[src/rtl/keypad_scanner_pkg.sv]
// Shared types and constants for the 4x4 keypad scanner: FSM states,
// column-sample classification and matrix dimensions.
package keypad_scanner_pkg;

  localparam int ROWS = 4;
  localparam int COLS = 4;

  typedef enum logic [1:0] {
    ST_SCAN,
    ST_DEBOUNCE,
    ST_HELD
  } state_e;

  typedef enum logic [1:0] {
    SMP_RELEASED,
    SMP_PRESSED,
    SMP_INVALID
  } sample_e;

  // Index of the lowest zero bit; only meaningful when exactly one bit is 0.
  function automatic logic [1:0] zero_index(input logic [COLS-1:0] c);
    logic [1:0] idx;
    idx = 2'd0;
    for (int i = COLS - 1; i >= 0; i--) begin
      if (!c[i]) idx = 2'(i);
    end
    return idx;
  endfunction

endpackage

[src/rtl/keypad_scanner_scan_tick.sv]
// Slot timer: free-running modulo-SCAN_DIV counter, tick high on the last
// cycle of every slot. Shared with the 7-segment digit scanner.
module scan_tick #(
  parameter int SCAN_DIV = 50000
) (
  input  logic clk,
  input  logic rst,
  output logic tick
);

  localparam int W = (SCAN_DIV > 2) ? $clog2(SCAN_DIV) : 1;
  localparam logic [W-1:0] LAST = W'(SCAN_DIV - 1);

  logic [W-1:0] slot_q;

  always_ff @(posedge clk or posedge rst) begin
    if (rst) begin
      slot_q <= '0;
    end else if (slot_q == LAST) begin
      slot_q <= '0;
    end else begin
      slot_q <= slot_q + W'(1);
    end
  end

  assign tick = (slot_q == LAST);

endmodule

[src/rtl/keypad_scanner.sv]
// 4x4 matrix keypad scanner: drives rows active-low, samples synchronized
// columns once per slot, and emits one debounced event per key press.
module keypad_scanner
  import keypad_scanner_pkg::*;
#(
  parameter int SCAN_DIV       = 50000,
  parameter int DEBOUNCE_SCANS = 4
) (
  input  logic       clk,
  input  logic       rst,
  output logic [3:0] row,
  input  logic [3:0] col,
  output logic [3:0] key_code,
  output logic       key_valid,
  output logic       key_down
);

  localparam int CNT_W = $clog2(DEBOUNCE_SCANS + 1);
  localparam logic [CNT_W-1:0] CNT_MAX = CNT_W'(DEBOUNCE_SCANS);

  logic             tick;
  logic [3:0]       col_meta_q, col_s_q;
  state_e           state_q;
  logic [3:0]       row_q;
  logic [1:0]       row_idx_q, col_idx_q;
  logic [CNT_W-1:0] cnt_q, cnt_inc;
  logic [3:0]       key_code_q;
  logic             key_valid_q, key_down_q;
  logic [2:0]       n_zero;
  sample_e          smp;
  logic [1:0]       smp_col;

  scan_tick #(.SCAN_DIV(SCAN_DIV)) u_scan_tick (
    .clk  (clk),
    .rst  (rst),
    .tick (tick)
  );

  always_ff @(posedge clk or posedge rst) begin
    if (rst) begin
      col_meta_q <= 4'hF;
      col_s_q    <= 4'hF;
    end else begin
      col_meta_q <= col;
      col_s_q    <= col_meta_q;
    end
  end

  // Multiple simultaneous keys on one row are rejected rather than guessed.
  always_comb begin
    n_zero  = 3'($countones(~col_s_q));
    smp_col = zero_index(col_s_q);
    if (n_zero == 3'd0)      smp = SMP_RELEASED;
    else if (n_zero == 3'd1) smp = SMP_PRESSED;
    else                     smp = SMP_INVALID;
  end

  assign cnt_inc = (cnt_q == CNT_MAX) ? cnt_q : cnt_q + CNT_W'(1);

  always_ff @(posedge clk or posedge rst) begin
    if (rst) begin
      state_q     <= ST_SCAN;
      row_q       <= 4'b1110;
      row_idx_q   <= 2'd0;
      col_idx_q   <= 2'd0;
      cnt_q       <= '0;
      key_code_q  <= 4'h0;
      key_valid_q <= 1'b0;
      key_down_q  <= 1'b0;
    end else begin
      key_valid_q <= 1'b0;
      if (tick) begin
        unique case (state_q)
          ST_SCAN: begin
            if (smp == SMP_PRESSED) begin
              col_idx_q <= smp_col;
              cnt_q     <= CNT_W'(1);
              state_q   <= ST_DEBOUNCE;
            end else begin
              row_q     <= {row_q[2:0], row_q[3]};
              row_idx_q <= row_idx_q + 2'd1;
            end
          end
          ST_DEBOUNCE: begin
            if (smp == SMP_PRESSED && smp_col == col_idx_q) begin
              if (cnt_inc == CNT_MAX) begin
                key_code_q  <= {row_idx_q, col_idx_q};
                key_valid_q <= 1'b1;
                key_down_q  <= 1'b1;
                cnt_q       <= '0;
                state_q     <= ST_HELD;
              end else begin
                cnt_q <= cnt_inc;
              end
            end else begin
              // A broken run abandons this row and resumes scanning at once.
              cnt_q     <= '0;
              state_q   <= ST_SCAN;
              row_q     <= {row_q[2:0], row_q[3]};
              row_idx_q <= row_idx_q + 2'd1;
            end
          end
          ST_HELD: begin
            if (smp == SMP_RELEASED) begin
              if (cnt_inc == CNT_MAX) begin
                key_down_q <= 1'b0;
                cnt_q      <= '0;
                state_q    <= ST_SCAN;
              end else begin
                cnt_q <= cnt_inc;
              end
            end else begin
              cnt_q <= '0;
            end
          end
          default: begin
            cnt_q   <= '0;
            state_q <= ST_SCAN;
          end
        endcase
      end
    end
  end

  assign row       = row_q;
  assign key_code  = key_code_q;
  assign key_valid = key_valid_q;
  assign key_down  = key_down_q;

endmodule

[config.mk]
export PLATFORM = sky130hd
export DESIGN_NAME = keypad_scanner
export DESIGN_NICKNAME = d
export VERILOG_FILES = /design/src/rtl/keypad_scanner_pkg.sv /design/src/rtl/keypad_scanner_scan_tick.sv /design/src/rtl/keypad_scanner.sv
export SDC_FILE = /design/constraint.sdc
export NUM_CORES = 1
export LEC_CHECK = 0
export CAP_MARGIN = 25
export CORE_ASPECT_RATIO = 0.7
export CORE_MARGIN = 8
export CORE_UTILIZATION = 50
export DETAILED_ROUTE_END_ITERATION = 8
export HOLD_SLACK_MARGIN = 0.06
export PLACE_DENSITY_LB_ADDON = 0.12
export SKIP_CTS_REPAIR_TIMING = 1
export SYNTH_ARGS = -nofsm -noshare
export SYNTH_HDL_FRONTEND = slang
export SYNTH_SLANG_ARGS = --single-unit
export TNS_END_PERCENT = 100
[constraint.sdc]
create_clock -name clk -period 4.9 [get_ports clk]
set_input_delay 0.98 -clock clk [delete_from_list [all_inputs] [get_ports clk]]
set_output_delay 0.98 -clock clk [all_outputs]
set_load 0.05 [all_outputs]
==> Word level (Yosys, flattened, before mapping) <==
Index checks and enable logic that the tools add are counted.
{ "op_classes": {"n_addsub": 6, "multipliers": 0, "magnitude_cmp": 0, "bitwise_logic": 1, "muxes": 34, "shift": 0, "div_mod_pow": 0, "reduce_logical": 12, "eq_ne": 16} }
{ "op_table": {"columns": ["cell", "n"], "rows": [
  ["2-bit 2-to-1 mux", 13],
  ["16-bit by 1-bit adder with 16-bit output, second input constant", 1],
  ["16-bit == test, second input constant", 1],
  ["16-bit 2-to-1 mux", 1],
  ["3-bit 2-to-1 mux", 5],
  ["2-bit inequality test, second input constant", 7],
  ["3-bit case mux with 3 select lines", 1],
  ["1-bit 2-to-1 mux", 8],
  ["4-bit 2-to-1 mux", 2],
  ["4-bit case mux with 2 select lines", 1],
  ["4-bit AND reduction", 2],
  ["3-bit == test, second input constant", 2],
  ["2-bit case mux with 3 select lines", 1],
  ["6-bit AND reduction", 1],
  ["5-bit AND reduction", 1],
  ["1-bit by 1-bit adder with 2-bit output", 2],
  ["2-bit by 1-bit == test with 1-bit output, second input constant", 2],
  ["2-bit zero test", 2],
  ["4-bit inverter", 1],
  ["2-bit case mux with 2 select lines", 1],
  ["2-bit nonzero test", 2],
  ["2-bit by 2-bit adder with 3-bit output", 1],
  ["3-bit by 1-bit adder with 3-bit output, second input constant", 1],
  ["3-bit by 1-bit == test with 1-bit output, second input constant", 1],
  ["9 further kinds", 9]
]} }
{ "word_totals": {"latchBits": 0, "ram_bits": 0, "rom_bits": 0, "memories": 0, "regBits": 43} }

==> Depth between registers and ports, before layout <==
Gate-level depths: netlist of run 1.
{ "logic_depth": {"depth_word": 11, "ltp_mapped": 9, "depth_no_buf": 9} }

==> Hierarchy <==
From an unflattened synthesis of run 1, not the netlist that was laid out.
{ "hier_totals": {"cells_unflattened": 179, "hier_area_um2": 2055.7} }
{ "by_module_without_submodules": {"columns": ["module", "seq_area_each_um2", "instances", "area_each_um2", "cells_per_inst"], "rows": [
  ["keypad_scanner", 689.4, 1, 1298.7, 111],
  ["scan_tick", 400.4, 1, 757.0, 68]
]} }

==> Least setup slack after synthesis of run 1 <==
No wires, ideal clock.
{ "synth_path": {"kind": "reg2reg", "from": "register col_s_q[0]", "to": "register row_q[0], in the netlist row[0]", "arrival_time_ns": 2.286, "path_slack_ns": 2.486, "stages_incl_launch_ff": 9, "required_ns": 4.772, "cell_sequence": "dfstp_2 -> fa_1 -> inv_1 -> ha_1 -> ha_1 -> nor2_1 -> and2_1 -> a211oi_4 -> mux2_1"} }
{ "synth_via": {"elab_chain_len": 10, "word_cells_on_any_way": 14, "classes_between": "2 x add/sub; 5 x eq/ne; 3 x mux; 1 x bitwise; 3 x reduce/logical"} }
{ "synth_lines": {"columns": ["element", "line", "source"], "rows": [
  ["from (decl)", "keypad_scanner.sv:22", "logic [3:0] col_meta_q, col_s_q;"],
  ["from (signal assigned)", "keypad_scanner.sv:45", "col_s_q <= col_meta_q;"],
  ["4-bit inverter", "keypad_scanner.sv:51", "n_zero = 3'($countones(~col_s_q));"],
  ["1-bit by 1-bit adder with 2-bit output (implied by the code)", "keypad_scanner.sv:51", null],
  ["2-bit by 2-bit adder with 3-bit output (implied by the code)", "keypad_scanner.sv:51", null],
  ["3-bit by 1-bit == test with 1-bit output", "keypad_scanner.sv:54", "else if (n_zero == 3'd1) smp = SMP_PRESSED;"],
  ["2-bit 2-to-1 mux", "keypad_scanner.sv:54", null],
  ["2-bit 2-to-1 mux", "keypad_scanner.sv:53", "if (n_zero == 3'd0) smp = SMP_RELEASED;"],
  ["2-bit by 1-bit == test with 1-bit output", "keypad_scanner.sv:75, keypad_scanner.sv:85", null],
  ["1-bit logical AND", "keypad_scanner.sv:85", "if (smp == SMP_PRESSED && smp_col == col_idx_q) begin"],
  ["2-bit inequality test (no line)", null, null],
  ["4-bit AND reduction (no line) *", null, null],
  ["to (signal assigned)", "keypad_scanner.sv:80", "row_q <= {row_q[2:0], row_q[3]};"],
  ["to (signal assigned)", "keypad_scanner.sv:99", "row_q <= {row_q[2:0], row_q[3]};"],
  ["to (decl)", "keypad_scanner.sv:24", "logic [3:0] row_q;"]
]} }
Mark *: on every way between the ends. The rest lies on a longest branch, timed or not.
A chain may end at the register's enable or synchronous reset.

==> Worst setup path after layout of run 1 <==
{ "layout_path": {"from": "register row_q[1], in the netlist row[1]", "to": "output row[1]"} }
{ "layout_lines": {"columns": ["element", "line", "source"], "rows": [
  ["to (decl)", "keypad_scanner.sv:11", "output logic [3:0] row,"]
]} }
No word-level cell between the ends.

==> impl_metrics.py, run 1 <==
metrics = {
    "synth": {
        "synth_edf_count": 0,
        "netlist_area_um2": 2170,
        "synth_top_area_share_pct": 36.9,
        "yosys_warnings": 0,
        "ys_top_cells_by_count": "dfrtp_1, nand2_1, nor2_1",
        "ys_seq_area_share_pct": 50.3,
        "synth_nets": 202,
        "syn_inst": 190,
        "async_flop_share_pct": 100,
        "synth_flop_cell": "dfrtp_1",
        "ys_top_cells_by_area": "dfrtp_1, dfstp_2, mux2_1",
        "avgSynthCellArea_um2": 11.4,
        "synth_top_area_cell": "dfrtp_1",
        "yosysUniqueCellTypes": 48,
        "post-synth-top-count-cell": "dfrtp_1",
        "synth-seq-cells": 43,
    },
    "worst_setup_path": {
        "critPathSlowestCell": "clkdlybuf4s50_1",
        "critPathArrivalTime_ns": 1.65,
        "cpPeakStageDelay_ns": 0.80,
        "cp_num_buf_inv": 1,
        "endpoint_kind": "output pin",
        "crit_type": "reg2out",
        "critPathTopFamily": "buffers and inverters",
        "crit_path_start_kind": "flip-flop",
        "crit_chain": "clkdlybuf4s50_1",
        "cp.required_ns": 3.92,
        "crit_fanout": 3,
    },
    "timing": {
        "holdWs_ns": 0.358,
        "worstMarginPinSlew_ns": 0.521,
        "slew_viol_final": 0,
        "max_freq_mhz": 380,
        "setup_viol": 0,
        "timing.final.ws_setup_ns": 2.27,
        "hold_viol": 0,
        "finalSetupTns_ns": 0,
        "fin_crit_ns": 2.63,
        "skew_ns": 0.00888,
        "rsz0062_at_grt": "no",
        "relSlewSlack_pct": 65.2,
        "timing.final.crit_share_pct": 53.6,
    },
    "placement": {
        "pre_cts_slack_ns": 2.32,
        "gp_congestion": 0.819,
        "dp_hpwl_mm": 3.12,
        "place_area_um2": 2380,
        "dp.cells": 258,
        "portBuffers": 15,
    },
    "die": {
        "die_height_um": 71.1,
        "start_util_pct": 51.0,
        "fp-row-count": 20,
        "die-area_um2": 6730,
        "ios": 16,
        "dieWidth_um": 94.7,
        "core_um2": 4250,
    },
    "clock_tree": {
        "clockRootBuffer": "clkbuf_8",
        "clock_path_buffers": 2,
        "insertion_delay_ns": 0.29,
        "cts.sinks": 43,
        "cts.clk_slew.worst_paths_ns": 0.08,
        "cts_buffers": 5,
        "cts_tree": "built",
        "h-tree-depth": 2,
    },
    "power_and_ir_drop": {
        "pwr_density_cell_nw_per_um2": 274,
        "power_switching_mw": 0.145,
        "p_sw_share_pct": 21.1,
        "ir_drop_uv": 178,
        "p_int_mw": 0.540,
        "p_comb_share_pct": 4.9,
        "seqPwrFrac_pct": 53.1,
        "p_total_mw": 0.685,
        "cellLeakagePower_nw": 1.10,
        "p_clk_share_pct": 41.9,
    },
    "global_route": {
        "grt_use_total_pct": 13.9,
        "grt_pass1_wl_mm": 7.26,
        "grt_remaining_overflow": 0,
        "antenna_found_initial": 0,
        "grt_pass1_vias": 1423,
        "grt_max_degree": 44,
    },
    "detailed_routing": {
        "viasPerCell": 5.40,
        "firstDrtPassIters": 4,
        "vias": 1436,
        "wl_per_cell_um": 15.4,
        "ant_nets": 0,
        "drc": 0,
        "drtIter0Drc": 66,
        "totalWireLength_mm": 4.09,
    },
    "layout": {
        "nNetsFinal": 222,
        "layout-area-overhead-vs-synth_pct": 15.4,
        "multi_input_area_um2": 1030,
        "fin_util_pct": 58.8,
        "finalInstanceArea_um2": 2500,
        "antenna_cells": 0,
        "instances_no_fill": 266,
        "final-seq-area_um2": 1090,
        "drive_gt1_share_pct": 17.5,
        "fill_cells": 354,
    },
    "run_status": {
        "outcome": "finished, final reports clean",
    },
    "run": {
        "drv_cap": 0,
    },
    "hold_path": {
        "hold_path_class": "reg2reg",
    },
}
## cells by family (layout without fill, tap and decap cells)
group / after synthesis / after routing / synth area share (%)
AND/OR/NAND/NOR: 77 / 77 / 23.0
flip-flops: 43 / 43 / 50.3
AO/OA/AOI/OAI: 28 / 28 / 9.98
XOR/XNOR: 15 / 15 / 6.06
buffers and inverters: 12 / 33 / 2.19
multiplexers: 9 / 9 / 4.67
adder cells (fa/ha/maj): 6 / 6 / 3.81
## worst paths after layout
| path | start | to | slack, ns | depth (start not counted) |
|---|---|---|---|---|
| max | row[1] | row[1] | 2.27 | 1 |
| min | col_meta_q[0] | col_s_q[0] | 0.36 | 0 |
| max reg2reg | col_s_q[1] | key_code[0] | 2.29 | 9 |
| min reg2reg | col_meta_q[0] | col_s_q[0] | 0.36 | 0 |
| max in group asynchronous | rst | col_s_q[1] | 3.42 | 3 |
| min in group asynchronous | rst | u_scan_tick.slot_q[9] | 1.10 | 3 |
## cells in the final DEF, fill, tap and decap left out, drive strengths merged, types with 2 or more instances in the layout
| cell | count |
|---|---|
| nand3 | 12 |
| dfrtp | 32 |
| a2111oi | 2 |
| dfstp | 11 |
| ha | 5 |
| a211oi | 2 |
| nor3 | 4 |
| inv | 10 |
| xor2 | 10 |
| and4b | 2 |
| nand4 | 5 |
| a21o | 3 |
| or4bb | 2 |
| xnor2 | 5 |
| o21ai | 8 |
| and3 | 2 |
| a21oi | 5 |
| clkdlybuf4s50 | 15 |
| nor2 | 18 |
| o31ai | 2 |
| and4 | 2 |
| and2 | 2 |
| mux2 | 9 |
| o211ai | 3 |
| clkbuf | 6 |
| nor4b | 2 |
| nand2 | 18 |
| nor4bb | 3 |
## flip-flops by register name, indices dropped and copies added (netlist names)
signal              flops
state_q                 2
col_idx_q               2
col_s_q                 4
row_idx_q               2
col_meta_q              4
key_valid               1
row                     4
key_down                1
key_code                4
cnt_q                   3
u_scan_tick.slot_q     16
## layer usage
metal / global-route usage, % / routed length, um / vias up
met5: 0 / 0 / -
met3: 4.76 / 202 / 4
met2: 18.6 / 1740 / 28
met1: 20.1 / 2110 / 689
met4: 4.66 / 38 / 0
li1: - / - / 715
## power by group through the flow
stage / registers, mW / logic [mW] / clock network (mW)
after global routing: 0.365 / 0.0375 / 0.308
after floorplan: 0.370 / 0.0232 / 0
after detailed placement: 0.371 / 0.0336 / 0
final: 0.364 / 0.0337 / 0.287
after global placement: 0.370 / 0.0327 / 0
after CTS: 0.364 / 0.0339 / 0.294
## layout make-up
type / count / share of cell area, %
sequential: 43 / 43.6
clock inverter: 2 / 1.55
timing repair buffer: 16 / 6.30
clock buffer: 6 / 3.30
inverter: 9 / 1.35
multi-input combinational: 135 / 41.2
tap: 55 / 2.75
(Power assumes the default switching activity.)
==> run 2: changes to the inputs <==
- clock period: 4.9 -> 2.4 ns (I/O delays scaled with it)
==> run 2 against run 1 <==
Effect of this change: first-iteration DRC count grew 100%; wire length up 7.5%; critical path type is now reg2reg; clock-buffer cell count decreased by 1; die area did not move; global-route usage shrank 0.43 points.
==> impl_metrics.py, run 2 (synthesis gave the netlist of run 1 again) <==
metrics = {
    "run_status": {
        "outcome": "finished, final reports clean",
    },
    "worst_setup_path": {
        "reg2reg_to": "key_code[2]",
        "ff2ff_setup_slack_ns": 0.05,
        "endpoint_kind": "flip-flop",
        "crit_chain": "fa_1 > inv_2 > ha_4 > ha_4 > nor2_4 > nand2_2 > nor2_4 > nand4_4 > mux2_4",
        "worstReg2RegStart": "col_s_q[1]",
        "critPathArrivalTime_ns": 2.54,
        "critPathSlowestCell": "dfstp_2",
        "reg2reg_depth": 9,
        "cpPeakStageDelay_ns": 0.55,
        "crit_fanout": 6,
        "startpoint": "col_s_q[1]",
        "crit_path_start_kind": "flip-flop",
        "crit_type": "reg2reg",
        "cp.required_ns": 2.58,
    },
    "hold_path": {
        "hold_path_class": "reg2reg",
        "whs_endpoint": "col_s_q[2]",
        "whs_path_depth": 0,
        "hold_path_startpoint": "col_meta_q[2]",
    },
    "global_route": {
        "grt_max_degree": 44,
        "grt_pass1_vias": 1452,
        "groute.layer.met1.usage_pct": 18.7,
        "antenna_found_initial": 0,
        "grt_use_total_pct": 13.5,
        "grt_remaining_overflow": 0,
        "gr-usage-met2_pct": 19.1,
        "grt-busiest-layer": "met2",
        "grt_pass1_wl_mm": 7.12,
        "grt_use_met3_pct": 4.33,
    },
    "timing": {
        "worstMarginPinSlew_ns": 0.537,
        "skew_ns": 0.00537,
        "finalSetupTns_ns": 0,
        "fin_crit_ns": 2.35,
        "setup_viol": 0,
        "relSlewSlack_pct": 64.1,
        "hold_viol": 0,
        "max_freq_mhz": 425,
        "timing.final.ws_setup_ns": 0.0481,
        "timing.final.crit_share_pct": 98.0,
        "holdWs_ns": 0.358,
        "slew_viol_final": 0,
    },
    "die": {
        "start_util_pct": 51.0,
        "die-area_um2": 6730,
        "fp-row-count": 20,
        "core_um2": 4250,
        "die_height_um": 71.1,
        "dieWidth_um": 94.7,
        "ios": 16,
    },
    "clock_tree": {
        "cts.clk_slew.worst_paths_ns": 0.08,
        "cts_buffers": 5,
        "cts_tree": "built",
        "cts.sinks": 43,
        "clockRootBuffer": "clkbuf_8",
        "insertion_delay_ns": 0.29,
        "clock_path_buffers": 2,
        "h-tree-depth": 2,
    },
    "layout": {
        "layout_commonest_cell": "dfrtp_1",
        "fin_util_pct": 61.4,
        "final_cell_mix": "dfrtp_1, nand2_1, nor2_1, clkdlybuf4s50_1",
        "finalInstanceArea_um2": 2610,
        "layout-area-overhead-vs-synth_pct": 20.5,
        "regMostFlops": "u_scan_tick.slot_q",
        "drive_gt1_share_pct": 26.8,
        "antenna_cells": 0,
        "fill_cells": 348,
        "instances_no_fill": 275,
        "largest_register_ffs": 16,
        "nNetsFinal": 231,
    },
    "power_and_ir_drop": {
        "pwr_density_cell_nw_per_um2": 496,
        "ir_drop_uv": 419,
        "p_total_mw": 1.30,
        "cellLeakagePower_nw": 1.15,
    },
    "detailed_routing": {
        "drtIter0Drc": 135,
        "totalWireLength_mm": 4.40,
        "ant_nets": 0,
        "drc": 0,
        "firstDrtPassIters": 5,
        "viasPerCell": 5.38,
        "vias": 1479,
        "wl_per_cell_um": 16.0,
    },
    "placement": {
        "place_area_um2": 2430,
        "gp_congestion": 0.806,
        "portBuffers": 15,
        "dp_hpwl_mm": 3.11,
        "dp.cells": 264,
        "pre_cts_slack_ns": -0.125,
    },
    "run": {
        "drv_cap": 0,
    },
}
-- run 2: cell count changes in the layout (fill, tap and decap cells not counted), moves of 2 or more --
cell / previous run / this run
buf_4: 1 / 9
mux2_1: 8 / 1
mux2_4: 0 / 7
clkinv_2: 0 / 3
ha_1: 5 / 3
ha_4: 0 / 2
-- run 2: area by class of cell --
type	count	area [um^2]	area share, %
Sequential cell	43	1090	41.7
Clock inverter	3	15.0	0.574
Multi-Input combinational cell	135	1110	42.4
Timing Repair Buffer	25	229	8.76
Inverter	9	33.8	1.29
Tap cell	55	68.8	2.63
Clock buffer	5	68.8	2.63
-- run 2: how the worst max path moves through the flow --
stage	slack, ns	end
detailed placement	-0.12	key_code[2]
CTS	-0.15	key_code[2]
floorplan	-0.002	key_code[0]
global route	-0.03	key_code[3]
global placement	-0.03	key_code[0]
finish	0.05	key_code[2]
-- run 2: power breakdown --
part	total, mW	switching [mW]	leakage (nW)	internal (mW)
Sequential	0.741	0.00416	0.548	0.737
Combinational	0.111	0.0595	0.558	0.0512
Clock	0.444	0.245	0.0477	0.199
Total	1.30	0.309	1.15	0.987
-- run 2: worst max-delay path, delay by kind of cell, from the launching register on --
kind / cells / cell delay [ns]
simple gates: 4 / 0.51
buf+inv: 1 / 0.08
fa+ha+maj: 3 / 0.76
mux: 1 / 0.34
flops: 1 / 0.55
-- run 2: routing by layer --
metal,up-vias,share of wire [%],routed length (um)
met3,6,4.4,193
li1,726,-,-
met1,719,49,2160
met5,-,0,0
met2,28,45,1980
met4,0,1.4,61
==> run 3: changes to the inputs <==
- CORE_UTILIZATION: 50 -> 52
==> run 3 against run 2 <==
Effect of this change: utilization up 5.1 points; global-route usage down 0.088 points; critical path depth unchanged; power up 5.3%; largest cell class unchanged; largest power group unchanged.
==> impl_metrics.py, run 3 (synthesis gave the netlist of run 1 again) <==
metrics = {
    "run_status": {
        "outcome": "finished, final reports clean",
    },
    "die": {
        "core_um2": 3970,
        "dieWidth_um": 93.2,
        "start_util_pct": 54.6,
        "ios": 16,
        "die_height_um": 70.0,
        "fp-row-count": 19,
        "die-area_um2": 6520,
    },
    "layout": {
        "regMostFlops": "u_scan_tick.slot_q",
        "drive_gt1_share_pct": 27.6,
        "final-seq-area_um2": 1090,
        "layout_commonest_cell": "dfrtp_1",
        "instances_no_fill": 273,
        "layout-area-overhead-vs-synth_pct": 21.9,
        "largest_register_ffs": 16,
        "nNetsFinal": 232,
        "final_cell_mix": "dfrtp_1, nand2_1, nor2_1, clkdlybuf4s50_1, dfstp_2",
        "multi_input_area_um2": 1110,
        "antenna_cells": 0,
        "fin_util_pct": 66.6,
        "finalInstanceArea_um2": 2640,
        "fill_cells": 283,
    },
    "detailed_routing": {
        "firstDrtPassIters": 4,
        "ant_nets": 0,
        "vias": 1525,
        "drtIter0Drc": 94,
        "viasPerCell": 5.59,
        "wl_per_cell_um": 15.8,
        "drc": 0,
        "totalWireLength_mm": 4.33,
    },
    "global_route": {
        "grt_remaining_overflow": 0,
        "grt_pass1_wl_mm": 6.93,
        "grt_pass1_vias": 1469,
        "antenna_found_initial": 0,
        "grt_max_degree": 44,
        "grt_use_total_pct": 13.4,
    },
    "power_and_ir_drop": {
        "ir_drop_uv": 358,
        "pwr_density_cell_nw_per_um2": 516,
        "p_total_mw": 1.36,
        "cellLeakagePower_nw": 1.17,
    },
    "timing": {
        "holdWs_ns": 0.358,
        "max_freq_mhz": 418,
        "finalSetupTns_ns": 0,
        "setup_viol": 0,
        "timing.final.ws_setup_ns": 0.00629,
        "skew_ns": 0.00443,
        "fin_crit_ns": 2.39,
        "worstMarginPinSlew_ns": 0.509,
        "slew_viol_final": 0,
        "hold_viol": 0,
        "relSlewSlack_pct": 66.0,
        "rsz0062_at_grt": "yes",
        "timing.final.crit_share_pct": 99.7,
    },
    "clock_tree": {
        "cts.clk_slew.worst_paths_ns": 0.08,
        "insertion_delay_ns": 0.30,
        "clock_path_buffers": 2,
        "h-tree-depth": 2,
        "clockRootBuffer": "clkbuf_8",
        "cts_tree": "built",
        "cts_buffers": 5,
        "cts.sinks": 43,
    },
    "worst_setup_path": {
        "crit_chain": "fa_1 > inv_1 > ha_2 > ha_4 > nor2_4 > and2_4 > a211oi_4 > buf_6 > mux2_4",
        "cp_num_buf_inv": 2,
        "crit_type": "reg2reg",
        "endpoint_kind": "flip-flop",
        "critPathTopFamily": "adder cells",
        "worstReg2RegStart": "col_s_q[0]",
        "crit_fanout": 5,
        "cpPeakStageDelay_ns": 0.53,
        "cp.required_ns": 2.59,
        "critPathSlowestCell": "fa_1",
        "critPathArrivalTime_ns": 2.58,
        "startpoint": "col_s_q[0]",
        "crit_path_start_kind": "flip-flop",
    },
    "placement": {
        "gp_congestion": 0.820,
        "place_area_um2": 2430,
        "dp_hpwl_mm": 3.12,
        "pre_cts_slack_ns": -0.127,
        "portBuffers": 15,
        "dp.cells": 262,
    },
    "run": {
        "drv_cap": 0,
    },
    "hold_path": {
        "hold_path_startpoint": "col_meta_q[3]",
        "hold_path_class": "reg2reg",
    },
}
-- run 3: area by class of cell --
class | count | share of cell area, %
Clock buffer | 6 | 3.55
Sequential cell | 43 | 41.2
Clock inverter | 2 | 0.521
Inverter | 9 | 1.28
Timing Repair Buffer | 26 | 9.09
Tap cell | 52 | 2.46
Multi-Input combinational cell | 135 | 41.9
-- run 3: path summary, 6_finish.rpt --
kind                                           to  slack [ns]  cells past startpoint
setup / recovery                           row[0]       0.006                      9
hold / removal                         col_s_q[3]        0.36                      0
setup reg to reg                           row[0]       0.006                      9
hold reg to reg                        col_s_q[3]        0.36                      0
max in group asynchronous              col_s_q[2]        1.44                      3
min in group asynchronous  u_scan_tick.slot_q[11]        0.60                      3
-- run 3: worst reg2reg max path: stages (launching register included) --
cell and delay (ns):
dfstp_2 0.38, fa_1 0.53, inv_1 0.04, ha_2 0.17
ha_4 0.28, nor2_4 0.04, and2_4 0.16, a211oi_4 0.21
buf_6 0.16, mux2_4 0.31
-- run 3: report_power, final --
group | total, mW | internal [mW] | switching, mW
Sequential | 0.740 | 0.736 | 0.00400
Clock | 0.521 | 0.268 | 0.253
Combinational | 0.103 | 0.0459 | 0.0572
Total | 1.36 | 1.05 | 0.314
-- run 3: metal layers --
| metal | part of all wire [%] | global-route usage [%] |
|---|---|---|
| met2 | 46 | 19.6 |
| met3 | 3.0 | 3.42 |
| met1 | 49 | 18.2 |
| met4 | 1.4 | 5.69 |
| met5 | 0 | 0 |
